**src/rtl/accum_sched_pkg.sv**
```systemverilog
// Shared definitions for the accumulation scheduler.
//   sched_state_t      : controller state (ACCUM collects a group, HOLD presents it)
//   GROUP_LEN_DEFAULT  : default number of beats per accumulation group
//   min_cnt_w()        : smallest counter width w with 2^w > group_len
package accum_sched_pkg;

  typedef enum logic [0:0] {
    ACCUM = 1'b0,
    HOLD  = 1'b1
  } sched_state_t;

  localparam int GROUP_LEN_DEFAULT = 3;

  function automatic int min_cnt_w(input int group_len);
    int w;
    w = 1;
    while ((1 << w) <= group_len) w++;
    return w;
  endfunction

endpackage

```
**src/rtl/group_beat_counter.sv**
```systemverilog
// Beat counter for one accumulation group.
// Ports:
//   clk, reset : clock, asynchronous active-low reset
//   clear      : force count to 0 (highest priority)
//   load1      : force count to 1 (first beat of a group taken during turnaround)
//   inc        : count + 1
//   count      : beats accepted so far in the current group
//   last       : count == GROUP_LEN-1, i.e. the next accepted beat closes the group
module group_beat_counter
  import accum_sched_pkg::*;
#(
  parameter int GROUP_LEN = GROUP_LEN_DEFAULT,
  parameter int CNT_W     = 8
) (
  input  logic             clk,
  input  logic             reset,
  input  logic             clear,
  input  logic             inc,
  input  logic             load1,
  output logic [CNT_W-1:0] count,
  output logic             last
);

  // The counter only ever returns to 0 through clear; the FSM never lets it
  // run past GROUP_LEN-1, so it cannot overflow.
  always_ff @(posedge clk or negedge reset) begin
    if (!reset) begin
      count <= '0;
    end else if (clear) begin
      count <= '0;
    end else if (load1) begin
      count <= CNT_W'(1);
    end else if (inc) begin
      count <= count + CNT_W'(1);
    end
  end

  assign last = (count == CNT_W'(GROUP_LEN - 1));

endmodule

```
**src/rtl/accum_scheduler.sv**
```systemverilog
// Sequencing controller for a bypassable adder/accumulator datapath.
// Collects GROUP_LEN beats per group, steering the datapath with adder_bypass
// (load first beat) and acc_en (capture every accepted beat), then presents the
// result on a valid/ready output with zero-bubble turnaround.
//
// Handshakes: a transfer happens on a rising edge where valid and ready are
// both 1. Valid, once raised, is held with stable payload until the transfer.
// in_ready depends combinationally on out_ready while a result is held.
//
// Ports:
//   clk, reset    : clock, asynchronous active-low reset
//   in_valid      : upstream beat available (data lives in the datapath)
//   in_ready      : controller accepts a beat this cycle
//   adder_bypass  : datapath loads the beat instead of adding it
//   acc_en        : datapath accumulator captures this cycle
//   out_valid     : accumulator holds a finished group
//   out_ready     : downstream takes the result
//   beats         : beat count of the presented group (valid with out_valid)
//   flush         : close the current group early (ACCUM_SCHED_FLUSH_EN only)
//   state_dbg     : current FSM state (0 = ACCUM, 1 = HOLD)
// Optional feature macro: ACCUM_SCHED_FLUSH_EN
module accum_scheduler
  import accum_sched_pkg::*;
#(
  parameter int GROUP_LEN = GROUP_LEN_DEFAULT,
  parameter int CNT_W     = 8
) (
  input  logic             clk,
  input  logic             reset,
  input  logic             in_valid,
  output logic             in_ready,
  output logic             adder_bypass,
  output logic             acc_en,
  output logic             out_valid,
  input  logic             out_ready,
  output logic [CNT_W-1:0] beats,
`ifdef ACCUM_SCHED_FLUSH_EN
  input  logic             flush,
`endif
  output logic             state_dbg
);

  if (CNT_W < min_cnt_w(GROUP_LEN)) begin : g_bad_cnt_w
    $error("accum_scheduler: CNT_W too small for GROUP_LEN");
  end

  sched_state_t     state, state_nxt;
  logic             out_valid_nxt;
  logic [CNT_W-1:0] beats_nxt;
  logic             cnt_clear, cnt_inc, cnt_load1;
  logic [CNT_W-1:0] count;
  logic             last;
  logic             fire_in, fire_out;

  group_beat_counter #(
    .GROUP_LEN(GROUP_LEN),
    .CNT_W    (CNT_W)
  ) u_cnt (
    .clk  (clk),
    .reset(reset),
    .clear(cnt_clear),
    .inc  (cnt_inc),
    .load1(cnt_load1),
    .count(count),
    .last (last)
  );

  // Gating with reset keeps the datapath controls quiet while reset is held.
  // In HOLD, a beat is only taken when the result leaves in the same cycle,
  // so a stalled result is never overwritten.
  assign in_ready     = reset & ((state == ACCUM) | out_ready);
  assign fire_in      = in_valid & in_ready;
  assign fire_out     = out_valid & out_ready;
  assign acc_en       = fire_in;
  // Any beat accepted in HOLD is beat 0 of the next group.
  assign adder_bypass = fire_in & ((state == HOLD) | (count == '0));
  assign state_dbg    = state;

  always_comb begin
    state_nxt     = state;
    out_valid_nxt = out_valid;
    beats_nxt     = beats;
    cnt_clear     = 1'b0;
    cnt_inc       = 1'b0;
    cnt_load1     = 1'b0;
    case (state)
      ACCUM: begin
        if (fire_in && last) begin
          state_nxt     = HOLD;
          out_valid_nxt = 1'b1;
          beats_nxt     = CNT_W'(GROUP_LEN);
          cnt_clear     = 1'b1;
`ifdef ACCUM_SCHED_FLUSH_EN
        end else if (flush && (fire_in || count != '0)) begin
          // Early close; an empty group (no beats at all) is not presented.
          state_nxt     = HOLD;
          out_valid_nxt = 1'b1;
          beats_nxt     = count + CNT_W'(fire_in);
          cnt_clear     = 1'b1;
`endif
        end else if (fire_in) begin
          cnt_inc = 1'b1;
        end
      end
      HOLD: begin
        if (fire_in) begin
          // fire_in implies fire_out here: back-to-back turnaround.
          if (GROUP_LEN == 1) begin
            beats_nxt = CNT_W'(1);
          end else begin
            state_nxt     = ACCUM;
            out_valid_nxt = 1'b0;
            cnt_load1     = 1'b1;
          end
        end else if (fire_out) begin
          state_nxt     = ACCUM;
          out_valid_nxt = 1'b0;
          cnt_clear     = 1'b1;
        end
      end
      default: begin
        state_nxt     = ACCUM;
        out_valid_nxt = 1'b0;
        cnt_clear     = 1'b1;
      end
    endcase
  end

  always_ff @(posedge clk or negedge reset) begin
    if (!reset) begin
      state     <= ACCUM;
      out_valid <= 1'b0;
      beats     <= '0;
    end else begin
      state     <= state_nxt;
      out_valid <= out_valid_nxt;
      beats     <= beats_nxt;
    end
  end

endmodule

```
**config.mk**
```make
export PLATFORM = sky130hd
export DESIGN_NAME = accum_scheduler
export DESIGN_NICKNAME = d
export VERILOG_FILES = /design/src/rtl/accum_sched_pkg.sv /design/src/rtl/group_beat_counter.sv /design/src/rtl/accum_scheduler.sv
export SDC_FILE = /design/constraint.sdc
export NUM_CORES = 1
export LEC_CHECK = 0
export ABC_AREA = 1
export CAP_MARGIN = 10
export CORE_MARGIN = 2
export CORE_UTILIZATION = 35
export CTS_BUF_LIST = sky130_fd_sc_hd__clkbuf_4
export DETAILED_ROUTE_END_ITERATION = 7
export GPL_TIMING_DRIVEN = 0
export SLEW_MARGIN = 20
export SYNTH_ARGS = -nofsm -noshare
export SYNTH_HDL_FRONTEND = slang
export SYNTH_SLANG_ARGS = --single-unit
```
**constraint.sdc**
```tcl
create_clock -name clk -period 1.6 [get_ports clk]
set_input_delay 0.48 -clock clk [delete_from_list [all_inputs] [get_ports clk]]
set_output_delay 0.48 -clock clk [all_outputs]
set_load 0.005 [all_outputs]
```
# Yosys cells after proc, flatten, opt, wreduce, memory -nomap -nowiden
# Cells that the tools add are included.
# Widths: inputs -> output; s select.
[totals]
latch_bits = 0
reg_bits = 11
mem_bits_rw = 0
mem_bits_ro = 0
inputBits = 4
mem_count = 0
wordCells = 38
output_inout_bits = 13
[classes]
div = 0
n_bitwise = 7
n_lt_le_gt_ge = 0
addsub = 1
n_eq_ne = 3
shift = 0
n_reduce_logical = 5
multipliers = 0
muxes = 18
[ops]
columns = ["operator", "count"]
rows = [
  ["$mux 8", 3],
  ["$mux 1", 12],
  ["$add 8x1->8 const B", 1],
  ["$eq 8x2->1 const B", 1],
  ["$logic_not 8->1", 1],
  ["$pmux 1 s2", 3],
  ["$and 1x1->1", 4],
  ["$reduce_and 2->1", 2],
  ["$ne 3x1->1 const B", 1],
  ["$reduce_bool 3->1", 1],
  ["$ne 2x1->1 const B", 1],
  ["$or 1x1->1", 2],
  ["$logic_and 1x1->1", 1],
  ["$not 1->1", 1],
]

# Logic depth before layout (Yosys ltp)
# Gate-level depths: netlist of the first run.
[logic_depth]
word_depth = 10
ltp_mapped = 8
depth_no_buf = 8

# Modules after synthesis
# A second synthesis of the first run with hierarchy kept.
[hier_totals]
hier_cells = 106
area_unflattened_um2 = 753.2
[by_module_without_submodules]
columns = ["module", "cells_per_inst", "area_per_inst_um2", "instances", "seq_area_each_um2"]
rows = [
  ["group_beat_counter", 64, 483.0, 1, 200.2],
  ["accum_scheduler", 42, 270.3, 1, 75.1],
]

# Worst setup path before layout of the first run
# No wires, ideal clock.
[synth_timing]
path_type = "input to output"
start = "input port out_ready"
end = "output port adder_bypass"
path_stages = 6
required_time_ns = 1.120
t_arrival_ns = 0.958
path_slack_ns = 0.162
n_path_buf = 0
cell_sequence = "inv_1 nand2_4 nand3_4 inv_1 nand2_1 o21ai_0"
[synth_between]
elab_chain_cells = 4
[synth_lines]
columns = ["element", "line_no", "source"]
rows = [
  ["from (decl)", "accum_scheduler.sv:35", "input logic out_ready,"],
  ["$or 1x1->1", "accum_scheduler.sv:71", "assign in_ready = reset & ((state == ACCUM) | out_ready);"],
  ["$and 1x1->1", "accum_scheduler.sv:71", ""],
  ["$and 1x1->1", "accum_scheduler.sv:72", "assign fire_in = in_valid & in_ready;"],
  ["named net acc_en", "accum_scheduler.sv:33", "output logic acc_en,"],
  ["$and 1x1->1", "accum_scheduler.sv:76", "assign adder_bypass = fire_in & ((state == HOLD) | (count == '0));"],
  ["to (decl)", "accum_scheduler.sv:32", "output logic adder_bypass,"],
]
# The timed path passes the listed nets, and every way through them passes these cells.

# Worst setup path after layout of the first run
[layout_timing]
start = "register state, in the netlist state_dbg"
end = "output port adder_bypass"
[layout_between]
elab_chain_cells = 5
word_cells_on_any_way = 6
[layout_lines]
columns = ["element", "line_no", "source"]
rows = [
  ["from (decl)", "accum_scheduler.sv:47", "sched_state_t state, state_nxt;"],
  ["from (signal assigned)", "accum_scheduler.sv:135", "state <= state_nxt;"],
  ["$not 1->1 (no line)", "--", ""],
  ["$or 1x1->1", "accum_scheduler.sv:71", ""],
  ["$and 1x1->1", "accum_scheduler.sv:71", ""],
  ["$and 1x1->1", "accum_scheduler.sv:72", ""],
  ["$and 1x1->1 (*)", "accum_scheduler.sv:76", ""],
]
# Every way passes the cells marked *; elsewhere a longest branch is shown, timed or not.

==> results of run 1 <==
==> flip-flops by register name, indices dropped and copies added (netlist names) <==
signal       cells
state_dbg        1
out_valid        1
u_cnt.count      8
beats            1
==> report_power, final <==
group          total [W]  internal, W  leakage (nW)  switching, W
logic           0.000425     0.000174         0.467      0.000251
registers       0.000453     0.000365         0.126     0.0000879
clock network   0.000222     0.000114        0.0184      0.000108
total            0.00110     0.000653         0.612      0.000447
==> cell type report <==
| class | instances | area, sq um |
|---|---|---|
| clock buffers | 4 | 30.03 |
| plain buffers | 8 | 63.81 |
| flip-flops and latches | 11 | 275.3 |
| repair buffers | 25 | 219.0 |
| fillers | 202 | 1054 |
| well taps | 28 | 35.03 |
| multi-input cells | 78 | 419.2 |
| inverters | 14 | 52.55 |
==> cell usage in the layout, fill, tap and decap left out, types with 2 or more instances in the layout <==
cell type | netlist | final
sky130_fd_sc_hd__buf_6 | 1 | 7
sky130_fd_sc_hd__a21oi_1 | 2 | 2
sky130_fd_sc_hd__buf_4 | 7 | 18
sky130_fd_sc_hd__nand2_4 | 2 | 2
sky130_fd_sc_hd__nand3_1 | 6 | 5
sky130_fd_sc_hd__dlygate4sd2_1 | 0 | 6
sky130_fd_sc_hd__clkbuf_4 | 0 | 4
sky130_fd_sc_hd__nand2_2 | 0 | 2
sky130_fd_sc_hd__dfrtp_1 | 11 | 11
sky130_fd_sc_hd__nand4_1 | 2 | 2
sky130_fd_sc_hd__nor2_1 | 14 | 13
sky130_fd_sc_hd__nor2_4 | 2 | 2
sky130_fd_sc_hd__ha_1 | 3 | 3
sky130_fd_sc_hd__inv_2 | 0 | 3
sky130_fd_sc_hd__nand2_1 | 33 | 31
sky130_fd_sc_hd__inv_1 | 14 | 11
sky130_fd_sc_hd__conb_1 | 1 | 6
==> worst max path at each step <==
stage / start / slack [ps] / depth (start not counted) / endpoint
floorplan: out_ready / 160 / 6 / adder_bypass
global placement: reset / -1310 / 6 / adder_bypass
detailed placement: reset / -1330 / 6 / adder_bypass
CTS: state_dbg$_DFF_PN0_ / -140 / 7 / adder_bypass
global route: state_dbg$_DFF_PN0_ / -220 / 7 / adder_bypass
finish: state_dbg$_DFF_PN0_ / -170 / 7 / adder_bypass
==> through the flow <==
step	worst slack [ps]	hold WS, ps	total power (W)	util (%)	cell area, sq um
after floorplan	162.4	184.4	0.0007425	-	798.3
after detailed placement	-1331	495.5	0.0008327	43.45	933.4
final	-174.7	32.50	0.001100	50.96	1095
after CTS	-139.5	37.73	0.001089	49.33	1060
after global placement	-1314	475.6	0.0008216	43.45	933.4
after global routing	-222.9	35.93	0.001203	50.96	1095
==> what timing repair did <==
item | CTS | global route
hold buffers | 0 | 0
resized for setup | 28 | 9
buffers inserted | 15 | 1
endpoints found under the setup margin | 18 | 4
pin swaps | 1 | 1
endpoints found under the hold margin | 0 | 0
==> critical path, cell delays in order (launching register included) <==
cell	delay [ps]
sky130_fd_sc_hd__dfrtp_1	400
sky130_fd_sc_hd__buf_6	130
sky130_fd_sc_hd__nand2_4	50
sky130_fd_sc_hd__nand3_4	70
sky130_fd_sc_hd__inv_2	90
sky130_fd_sc_hd__nand2_2	80
sky130_fd_sc_hd__o21ai_1	70
sky130_fd_sc_hd__buf_2	120
==> logic make-up after synthesis <==
group,count (synthesis)
adder cells (fa/ha/maj),3
flip-flops,11
buffers and inverters,22
AO/OA/AOI/OAI,7
AND/OR/NAND/NOR,62
other,1
==> routing by layer <==
layer | up-vias | track usage, % | routed length, microns
met1 | 340 | 17.30 | 792
li1 | 383 | - | -
met5 | - | 0 | 0
met3 | 5 | 2.047 | 46
met4 | 0 | 13.06 | 45
met2 | 15 | 25.97 | 885
==> results list, run 1 <==
* Global-route wire length before repair: 2925 microns
* Number of synthesized register bits: 11
- The die is 51.19 microns wide.
* Clock slew seen by the registers of the worst setup and hold paths: 80 ps
- Total negative slack for setup checks: -385.3 ps
* Via count of the first global-routing pass: 673
- Wire length per cell after detailed routing: 10.54 microns
* Count of unresolved DRC violations after routing: 0
* Main combinational cell family by area after synthesis: simple AND/OR/NAND/NOR gates
- Top cells by count, synth: sky130_fd_sc_hd__nand2_1 (33), sky130_fd_sc_hd__inv_1 (14), sky130_fd_sc_hd__nor2_1 (14)
- Total instance count after detailed placement: 149
- After synthesis, the netlist uses 21 different library cells.
* Share of layout cells above drive strength 1: 32.86%
- Along the worst path, the maximum fanout reaches 3.
- Multiplexer share of the synthesized area: 0%
* Crit end category: primary output
* Crit Path Class: reg2out
- In this run the deepest clock path goes through 2 buffers.
* Worst reg2reg path startpoint: state_dbg$_DFF_PN0_
- In this run the power density over the cells is 1005 nW/um^2.
* Total inserted antenna cells: 0
* Prevailing post-synth register cell: sky130_fd_sc_hd__dfrtp_1
- After synthesis, the mean cell area works out to 7.354 sq um.
* I/O pin count: 17
* Final worst slack: -174.7 ps
* Clock Tree Root: sky130_fd_sc_hd__clkbuf_4
* Netlist area before placement: 779.5 sq um
* Site Rows: 17
- After the first detailed-routing iteration, the DRC count stood at 14.
- Number of antenna violations at the first check in global routing: 0
- By area the synthesized netlist is led by sky130_fd_sc_hd__dfrtp_1 (35%), sky130_fd_sc_hd__nand2_1 (16%), sky130_fd_sc_hd__buf_4 (6.7%), sky130_fd_sc_hd__inv_1 (6.7%), sky130_fd_sc_hd__nor2_1 (6.7%).
* Most instantiated library cell after synthesis: sky130_fd_sc_hd__nand2_1
- Kind of launch point of the worst setup path: register
- Remaining antenna violation count: 0
- For this design the static power due to leakage is 0.6117 nW.
* Die outline height: 51.19 microns
- Sequential-to-total area share from yosys stat: 35.31%
* Placed wire-length estimate: 1108 microns
- Endpoint required time on the critical path: 1120 ps
- Counting cells, the worst reg-to-reg path comes to 13.
* Maximum number of pins on one net before global-route repair: 14
- Overall routed net length: 1770 microns
* Worst flop-to-flop path endpoint: u_cnt.count[0]$_DFFE_PN0P_
- Dividing the detail-routed via count by the number of cells gives 4.423.
- Core region area: 2148 sq um
- Summed over all instances, the cell type with the most area after synthesis is sky130_fd_sc_hd__dfrtp_1.
- The hold violation total from the final report was 0.
- Overall routing resource usage: 15.52%
- Max-slew violations: 0
- Non-filler cells, final: 168
- Compound-cell area share of the yosys netlist: 6.421%
- Post-synth EDFFs: 0
- CTS H-Tree Depth: 1
* Final Critical Period: 1775 ps
- In this run the tool buffered the top-level ports with 10 buffer cells.
- Compared with the post-synthesis result, the final layout area differs by 40.45%.
- Before antenna repair, the detailed router went through 4 iterations.
* Die Footprint: 2620 sq um
* Clock latency on the worst-skew pair: 280 ps
- Failing checks: setup timing
* Final cycle utilization of the critical path: 110.9%
- Across all register-to-register paths, the minimum setup slack is 20 ps.
- The total overflow left after global routing is 0.
- In the synthesized netlist the async set-or-reset flop fraction comes to 100.0%.
- Number of warnings reported in the yosys synthesis log: 0
- Via count of the routed design: 743
* XOR/XNOR share of the synthesized area: 0%
* Arrival time of the worst setup path: 1290 ps
- Portion of synthesized cell area occupied by the leading cell type: 35.31%
* Type of the most critical hold path: in2async
- Setup violations remaining at the end of the flow were counted as 3.
- Setup repair after global routing could not meet its margin everywhere.
* Number of standard cells after synthesis: 106
- Result of the run: finished with violations
- Simple-gate share of the synthesized area: 38.04%
- The worst-case IR drop observed on VDD is 0.0003862 V.
- After Yosys synthesis, full adders, half adders and majority gates account for 4.815% of the synthesized area.
* CTS tree: yes
- Starting utilization of the core area: 36.28%
* Clock skew after layout: 2.266 ps
- Highest attainable clock frequency: 0.5635 GHz
- In this run, CTS created clock tree buffers numbering 3.
- Max-cap violations in this run came to 0.
- Total number of nets in the final design: 148
* Last weighted congestion value of the routability-driven placer: 0.7957
* Sinks on the clock net: 11
Power figures use the tool's default switching activity.
==> run 2, diff against run 1 <==
--- a/config.mk
+++ b/config.mk
@@ -8,10 +8,11 @@
 export ABC_AREA = 1
 export CAP_MARGIN = 10
 export CORE_MARGIN = 2
-export CORE_UTILIZATION = 35
+export CORE_UTILIZATION = 51
 export CTS_BUF_LIST = sky130_fd_sc_hd__clkbuf_4
 export DETAILED_ROUTE_END_ITERATION = 7
 export GPL_TIMING_DRIVEN = 0
+export PLACE_DENSITY = 0.8
 export SLEW_MARGIN = 20
 export SYNTH_ARGS = -nofsm -noshare
 export SYNTH_HDL_FRONTEND = slang
==> run 2 against run 1 <==
Net effect: the flow still finishes with violations (setup timing); final area fell by 8.8%; die area fell by 29%; setup slack improved by 73 ps; clock power decreased by 6%; maximum frequency up 4.3%; global-route usage is 3.8 points higher; hold slack lost 26 ps; core utilization increased by 17 points; critical path type unchanged; via count is 5.7% lower; first-iteration DRC count is 29% lower.
==> results list, run 2 (synthesized netlist as in run 1, its figures left out) <==
- Cells with a size suffix above 1 make up 30.53% of the layout.
* Type of the most critical hold path: in2async
* Final worst slack: -102.0 ps
- The number of clock buffers added by TritonCTS is 3.
- Fill cells in the final layout number 132.
- Leading cell type in the layout, fill and taps excluded: sky130_fd_sc_hd__nand2_1
- Last weighted congestion value of the routability-driven placer: 0.7780
- The final-report max-slew violation count was 0.
- The via count of the first global-routing pass is 653.
- The hold violation total from the final report was 0.
- Peak supply drop: 0.0008245 V
* Number of cells on the worst reg-to-reg path: 9
- CTS H-Tree Depth: 1
- Via count of the routed design: 701
- Crit Path Class: reg2out
- The HPWL after detailed placement is 1087 microns.
- The worst setup path is captured at a primary output.
* Layout-stage area growth over the synthesis result: 28.09%
- CTS Buffer Depth: 2
* Number of maximum-capacitance constraint violations: 0
- The internal portion of the total power is 0.0006660 W.
- For the finished layout, the period the worst path requires is 1702 ps.
* Non-filler cells, final: 147
- Worst hold margin: 6.695 ps
* Total instance count after detailed placement: 137
- The floorplan has 14 rows.
- The root buffer cell chosen for the clock tree is sky130_fd_sc_hd__clkbuf_4.
* Sw frac: 40.94%
- Global-route wire length before repair: 2622 microns
- Fraction of power consumed by the clock network: 18.5%
* Power per cell area: 1129 nW/um^2
* Total congestion overflow after global routing: 0
* Starting utilization of the core area: 52.98%
- Overall routing resource usage: 19.28%
* Core region area: 1471 sq um
- Vias per std cell: 4.769
- In this run, the combinational gates consume 40.3% of the power.
- Wire length per cell after detailed routing: 10.90 microns
* Largest reg by FF count: u_cnt.count
* Net Sw Power: 0.0004617 W
* Starting DRT DRC Count: 10
* Clock skew after layout: 8.992 ps
* Clock latency on the worst-skew pair: 270 ps
* Maximum number of pins on one net before global-route repair: 14
* Arrival time of the worst setup path: 1220 ps
- The die covers 1857 sq um.
- In this run the remaining antenna-violating nets after routing total 0.
- After clock tree synthesis, the flow added hold-fix buffers numbering 0.
- The tree built by TritonCTS fans out to 11 sinks.
* Detailed Routing Iterations Pass 1: 4
- After layout, the design draws a total of 0.001128 W.
- Reg-to-reg setup timing slack: 140 ps
- The largest single stage delay on the critical path is 440 ps.
- For this design the static power due to leakage is 0.5589 nW.
* Chip width: 43.10 microns
* Most frequent cells in the layout: sky130_fd_sc_hd__nand2_1 (33), sky130_fd_sc_hd__buf_4 (13), sky130_fd_sc_hd__nor2_1 (11)
- The number of antenna violations at the first check in global routing was 0.
- After the last flow step, the layout net total stands at 139.
* Worst path bufs/invs: 2
- CTS tree: yes
* Share of total power in sequential cells: 41.2%
* Worst-path cell chain: nand2_4, nand3_4, buf_6, o21ai_2, buf_2
- Failing checks: setup timing
* Count of buffers from port buffering: 10
- The cell family contributing the most delay on the critical path is flip-flops.
- For this run, design rule violations remaining after detail routing come to 0.
- Clock slew seen by the registers of the worst setup and hold paths: 70 ps
- The repair_antennas step left the layout with diodes totalling 0.
* Number of setup violations in the final report: 2
- Pin placement for this block handled 17 I/O pins.
- Unrepaired setup endpoints after global routing: yes
- The worst setup path is launched from a register.
- After layout, the worst path uses 106.4% of the clock period.
- From bottom edge to top edge, the die measures 43.10 microns.
* Critical-path top delay cell: sky130_fd_sc_hd__dfrtp_2
* Endpoint required time on the critical path: 1120 ps
- Result of the run: finished with violations
- Overall routed net length: 1602 microns
- Static timing analysis puts the maximum clock frequency at 0.5876 GHz.
- The register with the most flip-flops in the layout has 8 of them.
- Worst reg2reg path startpoint: u_cnt.count[0]$_DFFE_PN0P_
* Worst flop-to-flop path endpoint: u_cnt.count[0]$_DFFE_PN0P_
* Dpl ws: -1280 ps
* Largest fanout on the critical path: 4
run 2: power groups by stage:
stage	Clock [W]	Sequential [W]	Combinational, W
finish	0.000209	0.000465	0.000454
global route	0.000227	0.000472	0.000526
CTS	0.000219	0.000446	0.000416
detailed placement	0	0.000458	0.000375
global placement	0	0.000460	0.000356
floorplan	0	0.000438	0.000304
run 2: final cells by class:
type                            count  area, sq um  area share (%)
Multi-Input combinational cell     78        430.4           43.11
Sequential cell                    11        276.5           27.69
Timing Repair Buffer               17        136.4           13.66
Buffer                              7        52.55           5.263
Inverter                           14        52.55           5.263
Clock buffer                        4        30.03           3.008
Tap cell                           16        20.02           2.005
run 2: repair_timing:
action	in CTS	in global routing
gates cloned	0	0
buffers inserted	6	1
gates resized for setup	27	12
endpoints found under the setup margin	18	3
pin swaps	2	3
run 2: worst max-delay path by stage:
| stage | start | endpoint | slack, ps | cells after the start |
|---|---|---|---|---|
| 3_5_place_dp | reset | adder_bypass | -1280 | 6 |
| 5_1_grt | state_dbg$_DFF_PN0_ | adder_bypass | -150 | 5 |
| 2_1_floorplan | out_ready | adder_bypass | 160 | 6 |
| 6_report | state_dbg$_DFF_PN0_ | adder_bypass | -100 | 5 |
| 4_1_cts | state_dbg$_DFF_PN0_ | adder_bypass | -140 | 6 |
| 3_3_place_gp | reset | adder_bypass | -1280 | 6 |
run 2: metal layers:
metal / vias up / global-route usage [%] / share of wire [%]
met5: - / 0 / 0
met4: 0 / 7.273 / 1.1
met3: 2 / 8.085 / 4.8
met2: 13 / 33.13 / 53
met1: 321 / 20.74 / 41
li1: 365 / - / -
run 2: stage by stage:
| stage | utilization [%] | area (sq um) | TNS (ps) |
|---|---|---|---|
| CTS | 66.41 | 977.2 | -264.0 |
| floorplan | - | 798.3 | 0 |
| detailed placement | 62.42 | 918.4 | -8665 |
| global placement | 62.42 | 918.4 | -8240 |
| finish | 67.86 | 998.5 | -115.3 |
| global route | 67.86 | 998.5 | -192.2 |
==> run 3, diff against run 2 <==
==> constraint.sdc (replaced) <==
create_clock -name clk -period 1.6 [get_ports clk]
set_input_delay 0.4 -clock clk [delete_from_list [all_inputs] [get_ports clk]]
set_output_delay 0.4 -clock clk [all_outputs]
set_load 0.005 [all_outputs]
==> run 3 against run 2 <==
Net effect: the flow still finishes with violations (setup timing); sequential power decreased by 3%; sequential share of layout area increased by 0.33 points; clock skew decreased by 1.2 ps; hold slack improved by 2.6 ps; final area decreased by 1.6%; setup slack improved by 33 ps; die area unchanged; core utilization decreased by 1.1 points; power decreased by 4.4%; first-iteration DRC count increased by 20%; register-to-register slack about the same; routed wire length decreased by 0.19%.
==> results list, run 3 (synthesized netlist as in run 1, its figures left out) <==
- The analysis attributes to net switching a power of 0.0004335 W.
* Number of hold violations in the final report: 0
* Wl on met1: 667 microns
- After detailed routing, the total wire length is 1599 microns.
- The checks that failed: setup timing.
- Setup repair after global routing could not meet its margin everywhere.
* Combinational power share: 39.0%
- The routed design uses 835 microns of met2 wire.
- VDD sags by at most 0.0008024 V.
- In this run, post-CTS hold repair placed 0 buffers.
- Across all hold checks on the routed design, the worst slack comes to 9.317 ps.
- Starting DRT DRC Count: 12
- Last weighted congestion value of the routability-driven placer: 0.7780
- Highest attainable clock frequency: 0.5992 GHz
- Total chip power: 0.001078 W
- Counting tap cells, the placed design contains a total of 137 instances.
- Wire length per cell after detailed routing: 10.88 microns
- Number of maximum-capacitance constraint violations: 0
- The via count of the first global-routing pass is 645.
- The library cell used most frequently in the layout, excluding fill and tap cells, is sky130_fd_sc_hd__nand2_1.
* Fraction of power consumed by the clock network: 19.3%
- Share of total power in sequential cells: 41.6%
* Result of the run: finished with violations
* Total negative slack for setup checks: -124.1 ps
* Type of the most critical hold path: in2async
* Vias per std cell: 4.762
* Total inserted antenna cells: 0
- Once layout is complete, the utilization of the core stands at 66.75%.
- Site Rows: 14
- In this run the static leakage power is 0.5608 nW.
* Largest reg by FF count: u_cnt.count
- The worst setup path is launched from a register.
* Final cycle utilization of the critical path: 104.3%
* CTS tree: yes
* Number of setup violations in the final report: 2
- Sw frac: 40.21%
- Count of unresolved DRC violations after routing: 0
- 17 I/O pins were placed.
* Total congestion overflow after global routing: 0
* Die Footprint: 1857 sq um
- Once the floorplan was initialized, standard cells occupied 52.98% of the core.
- Via count of the routed design: 700
- The register with the most flip-flops in the layout has 8 of them.
- Largest fanout on the critical path: 2
- The clock reaches the later pin of the worst-skew pair after 270 ps.
* Remaining antenna violation count: 0
- Entering global routing, the biggest net connects 14 pins.
* Clock Tree Root: sky130_fd_sc_hd__clkbuf_4
- Layout-stage area growth over the synthesis result: 26.00%
- The first global-routing pass estimated 2608 microns of wire.
* Overall routing resource usage: 19.19%
* Count of buffers from port buffering: 10
* Final worst slack: -68.79 ps
* Share of layout cells above drive strength 1: 25.19%
- The worst setup path is captured at a primary output.
* Core region area: 1471 sq um
* Detailed Routing Iterations Pass 1: 4
* Uppermost signal routing layer after detailed routing: met4
* Max-slew violations: 0
- Most frequent cells in the layout: sky130_fd_sc_hd__nand2_1 (33), sky130_fd_sc_hd__nor2_1 (14), sky130_fd_sc_hd__buf_4 (12)
* Placed wire-length estimate: 1087 microns
- CTS H-Tree Depth: 1
- Chip width: 43.10 microns
- Detailed routing placed a total of 78 microns of wire on met3.
* Die outline height: 43.10 microns
* Non-filler cells, final: 147
- The number of clock buffers added by TritonCTS is 3.
- The number of antenna violations at the first check in global routing came to 0.
- Endpoint required time on the critical path: 1200 ps
- Sinks on the clock net: 11
- STA puts the critical path data arrival time at 1270 ps.
- Crit Path Class: reg2out
- Final Critical Period: 1669 ps
- Clock skew after layout: 7.841 ps
- Power spread over the standard cell area amounts to 1098 nW/um^2.
- Clock slew seen by the registers of the worst setup and hold paths: 70 ps
* Internal power summed over all cells: 0.0006445 W
* Total number of nets in the final design: 139
- The longest clock path from root to sink contains 2 buffers.
## run 3: worst max-delay path: stages, from the launching register on
cell                      delay (ps)
sky130_fd_sc_hd__dfrtp_1         410
sky130_fd_sc_hd__inv_2            70
sky130_fd_sc_hd__ha_1            130
sky130_fd_sc_hd__nand4_1         130
sky130_fd_sc_hd__o21ai_2         140
sky130_fd_sc_hd__buf_2           120
## run 3: metal layers
| metal | vias to the layer above | track usage (%) |
|---|---|---|
| met5 | - | 0 |
| met3 | 2 | 8.085 |
| met1 | 318 | 20.74 |
| met2 | 13 | 32.84 |
| li1 | 367 | - |
| met4 | 0 | 7.273 |
## run 3: area by class of cell
class | count | area (sq um)
Inverter | 14 | 52.55
Fill cell | 140 | 489.2
Timing Repair Buffer | 16 | 130.1
Sequential cell | 11 | 275.3
Multi-Input combinational cell | 78 | 410.4
Tap cell | 16 | 20.02
Clock buffer | 4 | 30.03
Buffer | 8 | 63.81
## run 3: repair_timing
action                                  CTS  global route
endpoints found under the setup margin   15             2
resized for setup                        23             1
pin swaps                                 2             0
setup buffers                             6             0
gates cloned                              0             0
hold endpoints to repair                  0             0
## run 3: metrics by stage
step | instance area, sq um | setup slack (ps)
after detailed placement | 918.4 | -1120
after CTS | 978.4 | -73.21
after global placement | 918.4 | -1119
final | 982.2 | -68.79
after floorplan | 798.3 | 267.7
after global routing | 982.2 | -130.8
## run 3: power groups by stage
stage                     registers [W]  logic [W]  clock network [W]
final                          0.000449   0.000421           0.000208
after global routing           0.000458   0.000488           0.000227
after CTS                      0.000446   0.000416           0.000219
after detailed placement       0.000458   0.000375                  0
after global placement         0.000460   0.000356                  0
after floorplan                0.000438   0.000304                  0
## run 3: final timing paths
check / startpoint / endpoint / slack (ps) / cells after the start
worst min-delay path: reset / state_dbg$_DFF_PN0_ / 9 / 1
worst min register to register: beats[0]$_DFFE_PN0P_ / beats[0]$_DFFE_PN0P_ / 500 / 2
worst max-delay path: u_cnt.count[0]$_DFFE_PN0P_ / adder_bypass / -70 / 5
max in group asynchronous: reset / u_cnt.count[5]$_DFFE_PN0P_ / 1340 / 1
min in group clk: beats[0]$_DFFE_PN0P_ / beats[0]$_DFFE_PN0P_ / 500 / 2
worst max register to register: state_dbg$_DFF_PN0_ / u_cnt.count[0]$_DFFE_PN0P_ / 140 / 9
